==> src/rtl/expr_arbiter_pkg.sv <==
// Shared encodings and byte constants for the two-requester expression arbiter.
// Holds the top FSM states, checker states and ASCII class helpers.
package expr_arbiter_pkg;

    typedef enum logic [1:0] {
        S_IDLE   = 2'd0,
        S_RUN    = 2'd1,
        S_REPORT = 2'd2
    } fsm_t;

    typedef enum logic [1:0] {
        C_INIT = 2'd0,
        C_NUM  = 2'd1,
        C_OP   = 2'd2,
        C_ERR  = 2'd3
    } chk_t;

    localparam logic [7:0] CH_ZERO = 8'h30;
    localparam logic [7:0] CH_NINE = 8'h39;
    localparam logic [7:0] CH_MUL  = 8'h2A;
    localparam logic [7:0] CH_ADD  = 8'h2B;

    function automatic logic is_digit(input logic [7:0] b);
        return (b >= CH_ZERO) && (b <= CH_NINE);
    endfunction

    function automatic logic is_op(input logic [7:0] b);
        return (b == CH_MUL) || (b == CH_ADD);
    endfunction

endpackage

==> src/rtl/expr_check.sv <==
// Byte-serial recogniser for D (O D)*; ERR is absorbing until restart.
// Restart returns to INIT and takes priority over a consumed byte.
module expr_check
    import expr_arbiter_pkg::*;
(
    input  logic       clk,
    input  logic       clr,
    input  logic       restart,
    input  logic       en,
    input  logic [7:0] byte_val,
    output chk_t       state
);

    chk_t nxt;

    always_comb begin
        nxt = state;
        unique case (state)
            C_INIT:  nxt = is_digit(byte_val) ? C_NUM : C_ERR;
            C_NUM:   nxt = is_op(byte_val) ? C_OP : C_ERR;
            C_OP:    nxt = is_digit(byte_val) ? C_NUM : C_ERR;
            C_ERR:   nxt = C_ERR;
            default: nxt = C_ERR;
        endcase
    end

    always_ff @(posedge clk or posedge clr) begin
        if (clr) begin
            state <= C_INIT;
        end else if (restart) begin
            state <= C_INIT;
        end else if (en) begin
            state <= nxt;
        end
    end

endmodule

==> src/rtl/expr_arbiter.sv <==
// Round-robin arbiter that lends one expression checker to two byte streams.
// Ownership is held for a whole expression; a verdict pulses one cycle later.
module expr_arbiter
    import expr_arbiter_pkg::*;
#(
    parameter int MAX_LEN = 16
) (
    input  logic       clk,
    input  logic       clr,
    input  logic       req0_valid,
    input  logic [7:0] req0_data,
    input  logic       req0_last,
    output logic       req0_ready,
    input  logic       req1_valid,
    input  logic [7:0] req1_data,
    input  logic       req1_last,
    output logic       req1_ready,
    output logic       grant,
    output logic       busy,
    output logic       res_valid,
    output logic       res_ok,
    output logic       res_ovf,
    output logic       res_id
);

    localparam logic [7:0] LIMIT = 8'(MAX_LEN);

    fsm_t       state;
    fsm_t       nxt;
    chk_t       chk;
    logic       pref;
    logic [7:0] cnt;
    logic       ovf;
    logic       any;
    logic       winner;
    logic       sel_valid;
    logic       sel_last;
    logic [7:0] sel_data;
    logic       in_run;
    logic       hs;
    logic       restart;

    assign any       = req0_valid | req1_valid;
    assign winner    = (req0_valid & req1_valid) ? pref : req1_valid;
    assign sel_valid = grant ? req1_valid : req0_valid;
    assign sel_last  = grant ? req1_last : req0_last;
    assign sel_data  = grant ? req1_data : req0_data;
    assign in_run    = (state == S_RUN);
    assign hs        = in_run & sel_valid;

    always_comb begin
        nxt     = state;
        restart = 1'b0;
        unique case (state)
            S_IDLE: begin
                if (any) begin
                    nxt     = S_RUN;
                    restart = 1'b1;
                end
            end
            S_RUN: begin
                if (hs && sel_last) nxt = S_REPORT;
            end
            S_REPORT: nxt = S_IDLE;
            default:  nxt = S_IDLE;
        endcase
    end

    // pref names the requester that wins the next two-way contest
    always_ff @(posedge clk or posedge clr) begin
        if (clr) begin
            state <= S_IDLE;
            grant <= 1'b0;
            pref  <= 1'b0;
            cnt   <= 8'd0;
            ovf   <= 1'b0;
        end else begin
            state <= nxt;
            if (state == S_IDLE && any) begin
                grant <= winner;
                pref  <= ~winner;
                cnt   <= 8'd0;
                ovf   <= 1'b0;
            end else if (hs) begin
                if (cnt == LIMIT) ovf <= 1'b1;
                if (cnt != 8'hFF) cnt <= cnt + 8'd1;
            end
        end
    end

    expr_check u_check (
        .clk      (clk),
        .clr      (clr),
        .restart  (restart),
        .en       (hs),
        .byte_val (sel_data),
        .state    (chk)
    );

    assign req0_ready = in_run & ~grant;
    assign req1_ready = in_run & grant;
    assign busy       = (state != S_IDLE);
    assign res_valid  = (state == S_REPORT);
    assign res_id     = res_valid & grant;
    assign res_ovf    = res_valid & ovf;
    assign res_ok     = res_valid & (chk == C_NUM) & ~ovf;

endmodule

==> config.mk <==
export PLATFORM = sky130hd
export DESIGN_NAME = expr_arbiter
export DESIGN_NICKNAME = d
export VERILOG_FILES = /design/src/rtl/expr_arbiter_pkg.sv /design/src/rtl/expr_check.sv /design/src/rtl/expr_arbiter.sv
export SDC_FILE = /design/constraint.sdc
export NUM_CORES = 1
export LEC_CHECK = 0
export CAP_MARGIN = 20
export CORE_MARGIN = 8
export CORE_UTILIZATION = 41
export DETAILED_ROUTE_END_ITERATION = 8
export PLACE_DENSITY = 0.82
export SKIP_CTS_REPAIR_TIMING = 1
export SLEW_MARGIN = 20
export SYNTH_ARGS = -nofsm -noshare
export SYNTH_HDL_FRONTEND = slang
export SYNTH_HIERARCHICAL = 1
export SYNTH_SLANG_ARGS = --single-unit
==> constraint.sdc <==
create_clock -name clk -period 1.9 [get_ports clk]
set_input_delay 0.38 -clock clk [delete_from_list [all_inputs] [get_ports clk]]
set_output_delay 0.38 -clock clk [all_outputs]
set_load 0.005 [all_outputs]
Yosys cells after proc, flatten, opt, wreduce, memory -nomap -nowiden
Index checks and enable logic that the tools add are counted.
- reductions and logical operators: 15
- order comparisons: 2
- $add $sub $neg: 1
- bitwise operators: 12
- eq/ne operators: 11
- muxes and demuxes: 20
- operators with widths (kind ; count):
    $mux W8 ; 4
    $eq A8 B6 Y1 const B ; 2
    $mux W2 ; 5
    $reduce_bool A2 Y1 ; 5
    $mux W1 ; 9
    $add A8 B1 Y8 const B ; 1
    $and A1 B1 Y1 ; 8
    $eq A8 B5 Y1 const B ; 1
    $ge A8 B6 Y1 const B ; 1
    $le A8 B6 Y1 const B ; 1
    $ne A8 B8 Y1 const B ; 1
    $eq A2 B2 Y1 const B ; 3
    $pmux W2 S3 ; 1
    $reduce_and A2 Y1 ; 3
    $eq A2 B1 Y1 const B ; 2
    $logic_not A2 Y1 ; 2
    $pmux W2 S2 ; 1
    $logic_and A1 B1 Y1 ; 3
    $not A1 Y1 ; 3
    $ne A2 B1 Y1 const B ; 1
    $ne A2 B2 Y1 const B ; 1
    $reduce_or A2 Y1 ; 1
    $logic_or A1 B1 Y1 ; 1
    $or A1 B1 Y1 ; 1
- word-level logic and storage cells: 67
- output and inout port bits: 8
- input bits: 22
- bits in registers: 15

Logic depth before layout (Yosys ltp)
- word-level depth: 7
- gate-level depth with buffers: 6
- gate-level depth less buffers: 5

Modules after synthesis
The synthesis kept the hierarchy.
- modules (own cells, without submodules) (module ; cells each ; times used ; sequential area each (um2) ; area each (um2)):
    expr_arbiter ; 85 ; 1 ; 325.3 ; 803.3
    expr_check ; 12 ; 1 ; 50.0 ; 136.4

Least setup slack after synthesis
OpenSTA, ideal clock, no wires.
- path type: register -> register
- from: register cnt[0]
- to: register cnt[7]
- path slack: 179 ps
- required time: 1821 ps
- period minus slack after synthesis: 1721 ps
- stages on the path, launching flop included: 6
- buffers on the path: 0
- library setup time: 79 ps
- arrival: 1642 ps
- cells stage by stage: dfrtp_1 ha_1 and3_1 a211o_1 or4_1 a21oi_1
- longest elaborated chain between the ends: 4
- elaborated cells between the ends (all ways): 7
- classes of those cells: add/sub: 1; eq/ne: 1; mux: 3; reduce/logical: 2
- RTL lines (what ; line ; text):
    from (decl) ; expr_arbiter.sv:32 ; logic [7:0] cnt;
    from (signal assigned) ; expr_arbiter.sv:86 ; if (cnt != 8'hFF) cnt <= cnt + 8'd1;
    $add A8 B1 Y8 ; expr_arbiter.sv:86 ;
    $mux W8 ; expr_arbiter.sv:86 ;
    $mux W8 ; expr_arbiter.sv:84 ; end else if (hs) begin
    $mux W8 ; expr_arbiter.sv:79 ; if (state == S_IDLE && any) begin
Several ways; a longest one is shown, not always the timed one. The select of a mux whose other input is x is not followed.
A chain may end at the register's enable or synchronous reset.

==> results.md <==
* Setup TNS at 0 ns
* Chip width at 63.59 um
* Port Buffer Count at 27
* RSZ-0062 raised after global routing: false
* Post-Synthesis Cells at 96
* Crit-path max FO at 3
* Share of cells above drive strength 1 at 20.15%
* Worst path max stage delay at 0.54 ns
* TritonCTS clock tree: done
* Starting Density at 42.79%
* Detailed placement HPWL at 1.756 mm
* Num ports at 30
* CTS clock-pin slew for the worst setup and hold paths at 0.09 ns
* Rel. slew slack at 67.98%
* Antenna viol nets, final at 0
* Nets at 159
* Num rows at 17
* Clock Skew at 0.0004919 ns
* Die ar. at 0.004043 mm^2
* # DRC at 0
* Global route overflow at 0
* Crit path time final at 1.813 ns
* Clk sinks at 15
* Leak at 0.6610 nW
* CP Buf/Inv Count at 1
* Final-report hold violation count at 0
* Clock Latency Late Sink at 0.29 ns
* Crit-path slowest cell: clkdlybuf4s50_1
* Endpoint type of the worst setup path: output pin
* Drt pass-1 iters at 4
* Fin crit share at 95.44%
* Slew Limit Fails at 0
* Post-Place Worst Slack at -0.04716 ns
* R2R Setup Slk at 0.09 ns
* Peak supply drop at 0.6587 mV
* Die Height at 63.59 um
* Mean post-synth cell area at 9.671 um^2
* Global-route wire length before repair at 3.774 mm
* Clk root buf: clkbuf_4
* Placer Congestion at 0.8357
* Max_cap viols at 0
* Critical path type: flip-flop to output pin
* YS warnings at 6
* Crit path required time at 1.52 ns
* Initial antenna violation count at 0
* Vias at 871
* Core Box Area at 0.002170 mm^2
* N_diodes at 0
* Routed len/inst at 13.70 um
* Achievable clock frequency at 551.4 MHz
* FF-to-FF End: cnt[7]$_DFFE_PP0P_
* Critical Path Source Type: flip-flop
* Via density at 5.377
* # setup viols final at 0
* R2R depth at 5
* Data arrival time of the critical path at 1.43 ns
* PwrDens at 1117 mW/mm^2
* Crit path cell chain: nor2b_2 -> clkdlybuf4s50_1
* Hold slack at 0.2620 ns
* Largest net degree at the start of global routing at 14
* Total Power at 0.001501 W
* Iteration-0 DRC Markers at 20
* # H-tree levels at 1
* GRT Total Usage at 11.05%
* R2R Path Start: cnt[1]$_DFFE_PP0P_
* Worst Tran Pin Value at 0.4797 ns
* Post-Syn Area at 928.4 um^2
* HP Class: input pin to async pin
* CTS max path bufs at 2
* Outcome: completed
* Delay-heaviest family, CP: buffers and inverters
* Routed WL at 2.219 mm
* Layout overhead on the synthesized area at 44.74%
* WP depth at 2
* Vias in the first global route at 847
* Total CTS buffers at 3
* Final setup margin at 0.08660 ns
* Mapped Nets at 120
## power by group
group	switching (W)	internal [W]
Clock	0.000105	0.0000784
Combinational	0.000354	0.000454
Sequential	0.0000994	0.000412
## cell usage in the layout (no fill, tap or decap), types with 2 or more instances in the layout
cell and n:
mux2i_1 3, and4bb_1 2, and2_1 2, o31ai_1 5, clkdlybuf4s50_1 22, a31oi_1 3, dlymetal6s2s_1 5, a21oi_1 3
dfrtp_1 14, nor2_1 10, o211ai_1 4, and3_1 2, clkbuf_4 3, o21ai_0 3, ha_1 2, inv_1 10
nand2_1 3, mux2_2 7, nand3_1 2, buf_4 10
## metal layers
| layer | wire length [um] | up-vias | share of wire [%] | track usage [%] |
|---|---|---|---|---|
| li1 | - | 433 | - | - |
| met3 | 161 | 5 | 7.3 | 3.004 |
| met5 | 0 | - | 0 | 0 |
| met1 | 1063 | 402 | 48 | 13.87 |
| met4 | 34 | 0 | 1.5 | 5.014 |
| met2 | 959 | 31 | 43 | 17.11 |
## worst max-delay path by stage
stage                    startpoint            endpoint
6_report       state[0]$_DFFE_PP0P_           res_valid
3_5_place_dp             req1_valid  cnt[7]$_DFFE_PP0P_
4_1_cts        state[0]$_DFFE_PP0P_              res_ok
5_1_grt          cnt[1]$_DFFE_PP0P_  cnt[7]$_DFFE_PP0P_
2_1_floorplan    cnt[0]$_DFFE_PP0P_  cnt[7]$_DFFE_PP0P_
3_3_place_gp             req1_valid  cnt[7]$_DFFE_PP0P_
## state kept, by name, summed over array words and instances, names as in the netlist
signal         flops
ovf                1
pref               1
grant              1
cnt                8
u_check/state      2
state              2
## metrics by stage
stage | cells | utilization [%] | cell area [um^2]
3_3_place_gp | 157 | 59.23 | 1285
3_5_place_dp | 157 | 59.23 | 1285
4_1_cts | 161 | 60.50 | 1313
5_1_grt | 162 | 61.94 | 1344
2_1_floorplan | 96 | - | 928.4
6_report | 162 | 61.94 | 1344
## area by class of cell
type | instances | area, um^2
fill | 180 | 825.8
multi-input combinational | 68 | 509.2
sequential | 15 | 376.6
timing repair buffer | 37 | 357.8
inverter | 10 | 37.54
tap | 28 | 35.03
clock buffer | 3 | 22.52
clock inverter | 1 | 5.005
Power figures use the tool's default switching activity.
